### src/rtl/regfile_write_arbiter.sv
// Write-back arbiter: two one-entry holding slots (ALU path, load path) share the
// register file's single write port. Occupied slots are granted round-robin and the
// winner is driven onto registered write-port outputs. Writes to r0 are dropped at
// acceptance, and a saturating counter records cycles where both slots were occupied.
module regfile_write_arbiter #(
  parameter int unsigned DATA_W = 32,
  parameter int unsigned ADDR_W = 5,
  parameter int unsigned CNT_W  = 8
) (
  input  logic              clk,
  input  logic              rst_n,
  input  logic              req0_valid,
  output logic              req0_ready,
  input  logic [ADDR_W-1:0] req0_addr,
  input  logic [DATA_W-1:0] req0_data,
  input  logic              req1_valid,
  output logic              req1_ready,
  input  logic [ADDR_W-1:0] req1_addr,
  input  logic [DATA_W-1:0] req1_data,
  output logic              reg_write,
  output logic [ADDR_W-1:0] write_reg,
  output logic [DATA_W-1:0] write_data,
  output logic              grant_id,
  output logic [CNT_W-1:0]  contention_cnt
);

  // Holding slots
  logic              full0_q, full0_d;
  logic [ADDR_W-1:0] addr0_q, addr0_d;
  logic [DATA_W-1:0] data0_q, data0_d;
  logic              full1_q, full1_d;
  logic [ADDR_W-1:0] addr1_q, addr1_d;
  logic [DATA_W-1:0] data1_q, data1_d;

  // Arbitration and output state
  logic              last_grant_q, last_grant_d;
  logic              reg_write_q, reg_write_d;
  logic [ADDR_W-1:0] write_reg_q, write_reg_d;
  logic [DATA_W-1:0] write_data_q, write_data_d;
  logic              grant_id_q, grant_id_d;
  logic [CNT_W-1:0]  cnt_q, cnt_d;

  logic grant0, grant1;
  logic accept0, accept1;
  logic keep0, keep1;
  logic contended;

  assign contended = full0_q && full1_q;

  // Grant decision from slot occupancy only; on contention the last loser wins.
  always_comb begin
    grant0 = full0_q;
    grant1 = full1_q;
    if (contended) begin
      grant0 = last_grant_q;
      grant1 = !last_grant_q;
    end
  end

  // A slot being drained this cycle can be refilled on the same edge.
  assign req0_ready = !full0_q || grant0;
  assign req1_ready = !full1_q || grant1;

  assign accept0 = req0_valid && req0_ready;
  assign accept1 = req1_valid && req1_ready;
  // r0 writes complete the handshake but never occupy the slot.
  assign keep0   = accept0 && (req0_addr != '0);
  assign keep1   = accept1 && (req1_addr != '0);

  // Slot next-state: clear on grant, refill (higher priority) on a kept transfer.
  always_comb begin
    full0_d = full0_q;
    addr0_d = addr0_q;
    data0_d = data0_q;
    full1_d = full1_q;
    addr1_d = addr1_q;
    data1_d = data1_q;
    if (grant0) full0_d = 1'b0;
    if (grant1) full1_d = 1'b0;
    if (keep0) begin
      full0_d = 1'b1;
      addr0_d = req0_addr;
      data0_d = req0_data;
    end
    if (keep1) begin
      full1_d = 1'b1;
      addr1_d = req1_addr;
      data1_d = req1_data;
    end
  end

  // Output port, round-robin pointer and contention counter next-state.
  always_comb begin
    reg_write_d  = grant0 || grant1;
    write_reg_d  = write_reg_q;
    write_data_d = write_data_q;
    grant_id_d   = grant_id_q;
    last_grant_d = last_grant_q;
    cnt_d        = cnt_q;
    if (grant0) begin
      write_reg_d  = addr0_q;
      write_data_d = data0_q;
      grant_id_d   = 1'b0;
      last_grant_d = 1'b0;
    end else if (grant1) begin
      write_reg_d  = addr1_q;
      write_data_d = data1_q;
      grant_id_d   = 1'b1;
      last_grant_d = 1'b1;
    end
    if (contended && (cnt_q != {CNT_W{1'b1}})) cnt_d = cnt_q + CNT_W'(1);
  end

  // State registers; reset discards pending slot contents.
  always_ff @(posedge clk or negedge rst_n) begin
    if (!rst_n) begin
      full0_q      <= 1'b0;
      addr0_q      <= '0;
      data0_q      <= '0;
      full1_q      <= 1'b0;
      addr1_q      <= '0;
      data1_q      <= '0;
      last_grant_q <= 1'b1;
      reg_write_q  <= 1'b0;
      write_reg_q  <= '0;
      write_data_q <= '0;
      grant_id_q   <= 1'b0;
      cnt_q        <= '0;
    end else begin
      full0_q      <= full0_d;
      addr0_q      <= addr0_d;
      data0_q      <= data0_d;
      full1_q      <= full1_d;
      addr1_q      <= addr1_d;
      data1_q      <= data1_d;
      last_grant_q <= last_grant_d;
      reg_write_q  <= reg_write_d;
      write_reg_q  <= write_reg_d;
      write_data_q <= write_data_d;
      grant_id_q   <= grant_id_d;
      cnt_q        <= cnt_d;
    end
  end

  assign reg_write      = reg_write_q;
  assign write_reg      = write_reg_q;
  assign write_data     = write_data_q;
  assign grant_id       = grant_id_q;
  assign contention_cnt = cnt_q;

endmodule
### config.mk
export PLATFORM = sky130hd
export DESIGN_NAME = regfile_write_arbiter
export DESIGN_NICKNAME = d
export VERILOG_FILES = /design/src/rtl/regfile_write_arbiter.sv
export SDC_FILE = /design/constraint.sdc
export NUM_CORES = 1
export LEC_CHECK = 0
export CAP_MARGIN = 15
export CORE_MARGIN = 3
export CORE_UTILIZATION = 50
export DETAILED_ROUTE_END_ITERATION = 10
export DONT_BUFFER_PORTS = 1
export GPL_ROUTABILITY_DRIVEN = 0
export PLACE_DENSITY_LB_ADDON = 0.12
export SLEW_MARGIN = 20
export SYNTH_ARGS = -nofsm -noshare
export SYNTH_HDL_FRONTEND = slang
export SYNTH_SLANG_ARGS = --single-unit
### constraint.sdc
create_clock -name clk -period 4.7 [get_ports clk]
set_input_delay 0.94 -clock clk [delete_from_list [all_inputs] [get_ports clk]]
set_output_delay 0.94 -clock clk [all_outputs]
set_load 0.05 [all_outputs]
==> out/qor.csv <==
stage;metric;value;unit
status;result of the run;finished, final reports clean;
final_layout;count of antenna diodes in the layout;0;
sta;actual transition at the worst max-transition pin;1.06;ns
floorplanning;Initial Utilization;0.525;
clock_network;post-CTS setup-driven buffer insertion count;0;
worst_setup_path;kind of launch point of the worst setup path;register;
detailed_routing;DRC violation count after routing;0;
worst_setup_path;Reg2Reg Depth;4;
detailed_routing;Avg WL per Cell;21.2;um
detailed_routing;Via density;5.80;
sta;Post-Route Setup TNS;0;ns
final_layout;Layout Nets;424;
final_layout;final non-filler cell total;486;
global_route;overflow left after global routing;0;
yosys;Synth Cell Area;4940;um^2
placement;number of instances in the placed design;454;
global_route;wire length of the first global-routing pass;16900;um
worst_setup_path;crit path cell chain;and2_1, nand2_1, nand3_2, mux2_2;
global_route;maximum number of pins on one net before global-route repair;125;
worst_setup_path;cell with the largest stage delay on the worst path;nand3_2;
clock_network;number of levels in the clock H-tree;4;
sta;final-report max-slew violation count;0;
sta;Hold Vio Cnt, Final;0;
worst_setup_path;CP peak stage delay;0.96;ns
global_route;overall track demand over capacity in global routing;0.200;
final_layout;commonest cells after routing, fill and taps aside;123 x dfrtp_1, 72 x mux2_2, 37 x a22o_1, 37 x a21o_1, 16 x clkbuf_16;
clock_network;clock buffers created by TritonCTS;17;
sta;setup violators final;0;
pwr;sw frac;0.398;
sta;final period demand of the worst path;2.86;ns
floorplanning;horizontal die dimension;105;um
clock_network;maximum number of buffers from clock root to sink;2;
pwr;Switching Power;1.72;mW
yosys;total nets after synthesis;419;
pwr;part of the power in the clock network;0.279;
final_layout;area delta synth->final;13.7;%
worst_setup_path;signal arrival time at the worst endpoint;3.24;ns
yosys;Cell variety after synth;30;
detailed_routing;remaining antenna violation count;0;
pwr;Leakage;2.60;nW
sta;final setup skew;0.0100;ns
placement;port buffer count;0;
clock_network;CTS Root Cell;clkbuf_8;
placement;Post-DP HPWL;6140;um
worst_setup_path;endpoint of the lowest-slack register-to-register path;addr0_q[0];
detailed_routing;number of optimization iterations in the first detailed-route pass;4;
yosys;asr flop ratio synth;1.00;
worst_setup_path;critical path data required time;5.08;ns
global_route;number of global-route vias before repair;3078;
clock_network;clock tree from TritonCTS;done;
worst_setup_path;Reg-to-Reg Start;full1_q;
yosys;FF+latch count, synth;124;
detailed_routing;via count of the routed design;2821;
global_route;antenna violations before repair;1;
clock_network;Clock transition at path regs;0.06;ns
clock_network;number of buffers inserted by hold repair at cts;0;
clock_network;latest clock arrival within the worst-skew pair;0.51;ns
detailed_routing;wirelength, routed;10300;um
worst_setup_path;Critical Path Sink Type;register;
final_layout;final core utilization;0.596;
worst_setup_path;worst-case register-to-register setup slack;1.84;ns
floorplanning;height of the chip;105;um
placement;placed cell areas;5040;um^2
final_layout;final non-filler cell area;5610;um^2
yosys;instance count of the mapped netlist;340;
clock_network;Resized cells post-CTS;0;
floorplanning;total number of placement rows;35;
pwr;Peak VDD IR;0.354;mV
yosys;per-instance average area after synthesis;14.5;um^2
sta;headroom to the max-slew limit;0.295;
sta;maximum clock rate;0.349;GHz
hold_path;classification of the worst-slack hold path;input pin to asynchronous set/reset pin;
yosys;prevailing post-synth register cell;dfrtp_1;
floorplanning;Total Die Area;11100;um^2
final_layout;fraction of layout instances using a drive strength above 1;0.305;
yosys;sequential-to-total area share from yosys stat;0.629;
pwr;combinational power share;0.169;
sta;fin worst setup slack;1.84;ns
sta;unrepaired setup endpoints after global routing;no;
pwr;Pwr Density;769;nW/um^2
floorplanning;io pins;127;
placement;post-place setup slack;1.80;ns
worst_setup_path;type of the setup path with the least slack;register to register;
pwr;internal power component;2.60;mW
worst_setup_path;largest delay contributor family on the critical path;simple AND/OR/NAND/NOR gates;
clock_network;clock sink total;124;
yosys;Synthesis Warnings;0;
final_layout;most common cell after layout, fill and taps aside;dfrtp_1;
sta;Tcrit/Tclk final;0.609;
yosys;number of enable-type register cells in the synthesized netlist;0;
run;maxcap violations;0;
pwr;power share of the sequential group;0.552;
worst_setup_path;Worst Path Max Fanout;37;
detailed_routing;Initial DRC Count;105;
floorplanning;core outline area;9420;um^2
worst_setup_path;buffering stage count on the worst path with inverters included;0;
kinds of logic after synthesis:
kind of cell,Yosys count,share of synthesized area
simple gates,29,0.0276
flops,124,0.629
buf+inv,21,0.0241
compound gates,88,0.143
mux,74,0.169
fa+ha+maj,1,0.00253
xor+xnor,3,0.00532
worst register-to-register path, stage by stage, from the launching register on:
cell     delay [ns]
dfrtp_1        0.47
and2_1         0.23
nand2_1        0.47
nand3_2        0.96
mux2_2         0.61
final cells by class:
cell class	instances	area [um^2]
Tap cell	129	161
Timing Repair Buffer	3	42.5
Clock inverter	8	92.6
Clock buffer	23	457
Inverter	4	15.0
Multi-Input combinational cell	195	1740
Sequential cell	124	3100
Fill cell	754	3800
per-stage QoR:
step	hold slack, ns	power (mW)
4_1_cts	0.101	4.36
3_3_place_gp	0.450	3.11
5_1_grt	0.0861	4.53
3_5_place_dp	0.455	3.13
2_1_floorplan	0.435	2.93
6_report	0.127	4.32
per-layer routing:
| metal | wire (um) | share of wire | track usage | up-vias |
|---|---|---|---|---|
| li1 | - | - | - | 1268 |
| met1 | 4310 | 0.42 | 0.248 | 1440 |
| met2 | 4920 | 0.48 | 0.306 | 98 |
| met3 | 945 | 0.092 | 0.0968 | 13 |
| met4 | 138 | 0.013 | 0.0712 | 2 |
| met5 | 13 | 0.0013 | 0 | - |
worst max-delay path by stage:
stage,slack (ns),end,from,cells after the start
after floorplan,2.25,data1_q[10],req1_addr[0],4
after global placement,1.84,data0_q[15],full1_q,4
after detailed placement,1.80,data0_q[9],full1_q,4
after CTS,1.79,data0_q[14],full1_q,4
after global routing,1.65,addr0_q[0],full1_q,4
final,1.84,addr0_q[0],full1_q,4
power groups by stage:
stage | Clock (mW) | Combinational (mW) | Sequential (mW)
6_report | 1.20 | 0.732 | 2.38
5_1_grt | 1.29 | 0.808 | 2.43
4_1_cts | 1.23 | 0.737 | 2.39
3_5_place_dp | 0 | 0.729 | 2.41
3_3_place_gp | 0 | 0.708 | 2.40
2_1_floorplan | 0 | 0.618 | 2.31
cells in the mapped netlist (all sizes together) (3+ instances only):
master | number | share of area
a21o | 37 | 0.056
a22o | 37 | 0.066
buf | 9 | 0.015
clkbuf | 8 | 0.0061
dfrtp | 123 | 0.62
inv | 4 | 0.0030
mux2 | 74 | 0.17
nand2 | 10 | 0.0076
nand3 | 3 | 0.0041
nor2 | 9 | 0.0068
nor3 | 3 | 0.0030
o21ai | 5 | 0.0051
Power figures use the tool's default switching activity.
==> variant 1: new RTL, same flow settings <==
Set the parameter `CNT_W` to 6 (it was 8).
--- a/src/rtl/regfile_write_arbiter.sv
+++ b/src/rtl/regfile_write_arbiter.sv
@@ -5,7 +5,7 @@
 module regfile_write_arbiter #(
   parameter int unsigned DATA_W = 32,
   parameter int unsigned ADDR_W = 5,
-  parameter int unsigned CNT_W  = 8
+  parameter int unsigned CNT_W  = 6
 ) (
   input  logic              clk,
   input  logic              rst_n,
Interface: changed (resized contention_cnt); port bits go from 127 to 125. The function was not compared with the original's and may differ.
==> variant 1 against the original RTL <==
  * Wire length up 4.2%
  * Count of clock-buffer cells in the layout is 3 lower
  * Utilization shrank 1.1 points
  * Area after synthesis rose by 3.9%
  * Design area is 2.8% higher
  * Sequential cell count fell by 2
  * Sequential share of layout area down 2.4 points
  * Total power increased by 0.50%
  * Worst setup slack improved by 0.052 ns
  * Via count shrank 1.2%
  * Clock skew decreased by 0.0035 ns
  * Critical endpoint is now data0_q[7]
  * Largest power group unchanged
==> variant 1: results (changes against the original RTL) <==
{| class="wikitable"
! Metric !! Value
|-
| Final setup skew || 0.00655 ns (was 0.0100 ns)
|-
| Number of inserted filler cells in the final layout || 789 (was 754)
|-
| Post-synth top cells || dfrtp_1 (121), mux2_4 (58), a221o_1 (37) (was dfrtp_1 (123), mux2_2 (72), a21o_1 (37), a22o_1 (37), nand2_1 (10))
|-
| Maximum fanout along the worst path || 23 (was 37)
|-
| Worst vdd rail ir drop || 0.296 mV (was 0.354 mV)
|-
| Number of non-clock inverters || 2 (was 4)
|-
| Routed wire length on met3 || 876 um (was 945 um)
|-
| Met2 wire length || 4960 um (was 4920 um)
|-
| Final non-clock buffer share || 0.650% (was 0.758%)
|-
| Fraction of area in registers || 52.9% (was 55.3%)
|-
| CP Data Arrival Time || 3.21 ns (was 3.24 ns)
|-
| Met1 Routed Length || 4770 um (was 4310 um)
|-
| Final clock-cell share || 9.61% (was 9.78%)
|-
| Relative slew margins || 47.5% (was 29.5%)
|-
| Clock Buffer Count || 20 (was 23)
|-
| R2r setup slk || 1.89 ns (was 1.84 ns)
|-
| Maximum number of pins on one net before global-route repair || 123 (was 125)
|-
| Leakage power total || 2.61 nW (was 2.60 nW)
|-
| Post-synthesis cell type count || 33 (was 30)
|-
| Average cell area after synthesis || 15.6 um^2 (was 14.5 um^2)
|-
| Global-route wire length before repair || 17,200 um (was 16,900 um)
|-
| Multi-Input Combinational || 185 (was 195)
|-
| Number of violations reported at the end of detailed-routing iteration 0 || 179 (was 105)
|-
| Crit Reg-Reg Endpoint || data0_q[7] (was addr0_q[0])
|-
| Total GRT Usage || 19.9% (was 20.0%)
|-
| Via Count || 2,788 (was 2,821)
|-
| Routed length per instance || 22.5 um (was 21.2 um)
|-
| Share of post-route cells with drive strength above 1 || 34.7% (was 30.5%)
|-
| Placed wire-length estimate || 6530 um (was 6140 um)
|-
| Outcome || finished clean (unchanged)
|-
| Instance count after placement with tap cells included || 447 (was 454)
|}
variant 1: through the flow:
| stage | cell area, um^2 | hold slack [ns] | setup slack, ns | utilization (%) |
|---|---|---|---|---|
| after global routing | 5770 | 0.0947 | 1.73 | 58.5 |
| after detailed placement | 5220 | 0.488 | 1.57 | 52.9 |
| final | 5770 | 0.129 | 1.89 | 58.5 |
| after global placement | 5220 | 0.482 | 1.62 | 52.9 |
| after floorplan | 5130 | 0.466 | 2.25 | - |
| after CTS | 5770 | 0.0942 | 1.87 | 58.5 |
variant 1: report_power, final:
group / switching [mW] / internal [mW] / total, mW
sequential: 0.958 / 1.41 / 2.37
combinational: 0.322 / 0.460 / 0.782
clock: 0.456 / 0.736 / 1.19
total: 1.74 / 2.60 / 4.34
variant 1: routing by layer:
metal | up-vias | global-route usage (%)
met5 | - | 0
met3 | 19 | 8.22
met1 | 1452 | 26.6
li1 | 1224 | -
met2 | 91 | 29.0
met4 | 2 | 7.40
variant 1: cells by family (layout without fill, tap and decap cells):
family | Yosys count | in the layout | synth area share [%]
AO/OA/AOI/OAI | 52 | 52 | 9.81
AND/OR/NAND/NOR | 56 | 56 | 6.61
adder cells (fa/ha/maj) | 1 | 1 | 0.244
multiplexers | 75 | 75 | 20.7
flip-flops | 122 | 122 | 59.6
XOR/XNOR | 1 | 1 | 0.171
buffers and inverters | 21 | 39 | 2.90
variant 1: worst max-delay path by stage:
stage                  from          to  slack (ns)  cells after the start
4_1_cts             full1_q  data0_q[7]        1.87                      4
6_report            full1_q  data0_q[7]        1.89                      4
5_1_grt             full1_q  data0_q[7]        1.73                      4
3_5_place_dp   req0_addr[0]  data0_q[7]        1.57                      4
2_1_floorplan  req0_addr[0]  addr0_q[4]        2.25                      4
3_3_place_gp   req0_addr[0]  data0_q[7]        1.62                      4
==> variant 2: new RTL, same settings <==
Without the edit above. Put one more register stage on the output `contention_cnt`, with the module's reset. The value now appears one clock later. The other outputs are not delayed to match.
--- a/src/rtl/regfile_write_arbiter.sv
+++ b/src/rtl/regfile_write_arbiter.sv
@@ -146,6 +146,12 @@
   assign write_reg      = write_reg_q;
   assign write_data     = write_data_q;
   assign grant_id       = grant_id_q;
-  assign contention_cnt = cnt_q;
+  always_ff @(posedge clk or negedge rst_n) begin
+    if (!rst_n) begin
+      contention_cnt <= '0;
+    end else begin
+      contention_cnt <= cnt_q;
+    end
+  end
 
 endmodule
Check against the original RTL: not equivalent (a bounded check fails within 4 cycles, from zero or initial values and one cycle with rst_n low).
==> variant 2 against the original RTL <==
  * Wire length is 2.5% higher
  * Largest cell class unchanged
  * Total power is 5.8% higher
  * First-iteration DRC count is 11% higher
  * Clock power is 13% higher
  * Highest routed layer unchanged
  * Worst setup slack better by 0.19 ns
  * Design area is 5.0% higher
  * Area after synthesis is 4.0% higher
  * Sequential cell count is 8 higher
  * Critical endpoint is now req1_ready
==> variant 2: results (changes against the original RTL) <==
{| class="wikitable"
! Metric !! Value
|-
| NetSw || 1.75 mW (was 1.72 mW)
|-
| Number of violations reported at the end of detailed-routing iteration 0 || 117 (was 105)
|-
| Final non-clock buffer share || 0.722% (was 0.758%)
|-
| CP Data Arrival Time || 1.74 ns (was 3.24 ns)
|-
| Share of post-route cells with drive strength above 1 || 30.6% (was 30.5%)
|-
| Combinational fraction of design power || 16.1% (was 16.9%)
|-
| Clock Buffer Count || 22 (was 23)
|-
| Routed length per instance || 21.2 um (about the same)
|-
| Routed wire length on met3 || 989 um (was 945 um)
|-
| Post-synth top cells || dfrtp_1 (131), mux2_2 (72), a21o_1 (37), a22o_1 (37), nand2_1 (10) (was dfrtp_1 (123), mux2_2 (72), a21o_1 (37), a22o_1 (37), nand2_1 (10))
|-
| Via Count || 2,860 (was 2,821)
|-
| Post-route non-filler standard cell count || 499 (was 486)
|-
| Top metal layer carrying routed signals || met5 (unchanged)
|-
| Cell type of the slowest stage on the worst timing path || nand2_1 (was nand3_2)
|-
| Synth area leaders || dfrtp_1 (64%), mux2_2 (16%), a22o_1 (6.3%), a21o_1 (5.4%), buf_8 (0.88%) (was dfrtp_1 (62%), mux2_2 (16%), a22o_1 (6.6%), a21o_1 (5.6%), buf_8 (0.91%))
|-
| Placed wire-length estimate || 6440 um (was 6140 um)
|-
| GRT met2 Usage || 28.5% (was 30.6%)
|-
| Worst vdd rail ir drop || 0.349 mV (was 0.354 mV)
|-
| Portion of total power attributed to the clock network || 29.5% (was 27.9%)
|-
| Total GRT Usage || 19.1% (was 20.0%)
|-
| Number of inserted filler cells in the final layout || 766 (was 754)
|-
| Stage delay of the slowest cell on the critical path || 0.51 ns (was 0.96 ns)
|-
| Via count of the first global-routing pass || 3,085 (was 3,078)
|-
| Power Sequential || 2.48 mW (was 2.38 mW)
|-
| Placement Setup Slack || 1.70 ns (was 1.80 ns)
|-
| Final setup skew || 0.00589 ns (was 0.0100 ns)
|-
| Post-DP Area || 0.00524 mm^2 (was 0.00504 mm^2)
|-
| Maximum fanout along the worst path || 6 (was 37)
|-
| Share of synthesized area occupied by flip-flops and latches || 64.3% (was 62.9%)
|-
| Met1 Routed Length || 4480 um (was 4310 um)
|-
| Storage element area || 0.00330 mm^2 (was 0.00310 mm^2)
|-
| Maximum number of pins on one net before global-route repair || 133 (was 125)
|-
| Leakage power total || 2.74 nW (was 2.60 nW)
|-
| Met2 wire length || 5020 um (was 4920 um)
|-
| Net count after synthesis || 427 (was 419)
|-
| Global-route wire length before repair || 16,700 um (was 16,900 um)
|-
| Met3 track demand over resource || 9.12% (was 9.68%)
|-
| Power density cells || 775 mW/mm^2 (was 769 mW/mm^2)
|-
| Final clock-cell share || 10.4% (was 9.78%)
|-
| Outcome || finished clean (unchanged)
|-
| Average cell area after synthesis || 14.8 um^2 (was 14.5 um^2)
|-
| Total standard cell area after synthesis || 0.00514 mm^2 (was 0.00494 mm^2)
|-
| Number of cells on the worst reg-to-reg path || 5 (was 4)
|-
| GR met1 Demand/Resource || 24.6% (was 24.8%)
|-
| Relative slew margins || 32.9% (was 29.5%)
|}
-- variant 2: cell types whose count changed in the layout (fill, tap and decap cells not counted) --
cell / before / now
bufinv_16: 2 / 4
clkbuf_1: 4 / 2
clkbuf_8: 3 / 4
dfrtp_1: 123 / 131
nand3_2: 1 / 0
nand3_4: 0 / 1
-- variant 2: worst paths after layout --
kind | from | end | slack, ns
max in group asynchronous | rst_n | last_grant_q | 4.38
min in group clk | cnt_q[5] | contention_cnt[5] | 0.42
max | full1_q | req1_ready | 2.02
max reg2reg | full1_q | data1_q[3] | 2.04
min reg2reg | cnt_q[5] | contention_cnt[5] | 0.42
min | rst_n | contention_cnt[5] | 0.13
-- variant 2: cell families after synthesis --
kind of cell             after synthesis  share of synthesized area (%)
adder cells (fa/ha/maj)                1                          0.244
XOR/XNOR                               3                          0.512
AND/OR/NAND/NOR                       29                           2.65
buffers and inverters                 21                           2.29
AO/OA/AOI/OAI                         88                           13.8
flip-flops                           132                           64.3
multiplexers                          74                           16.2
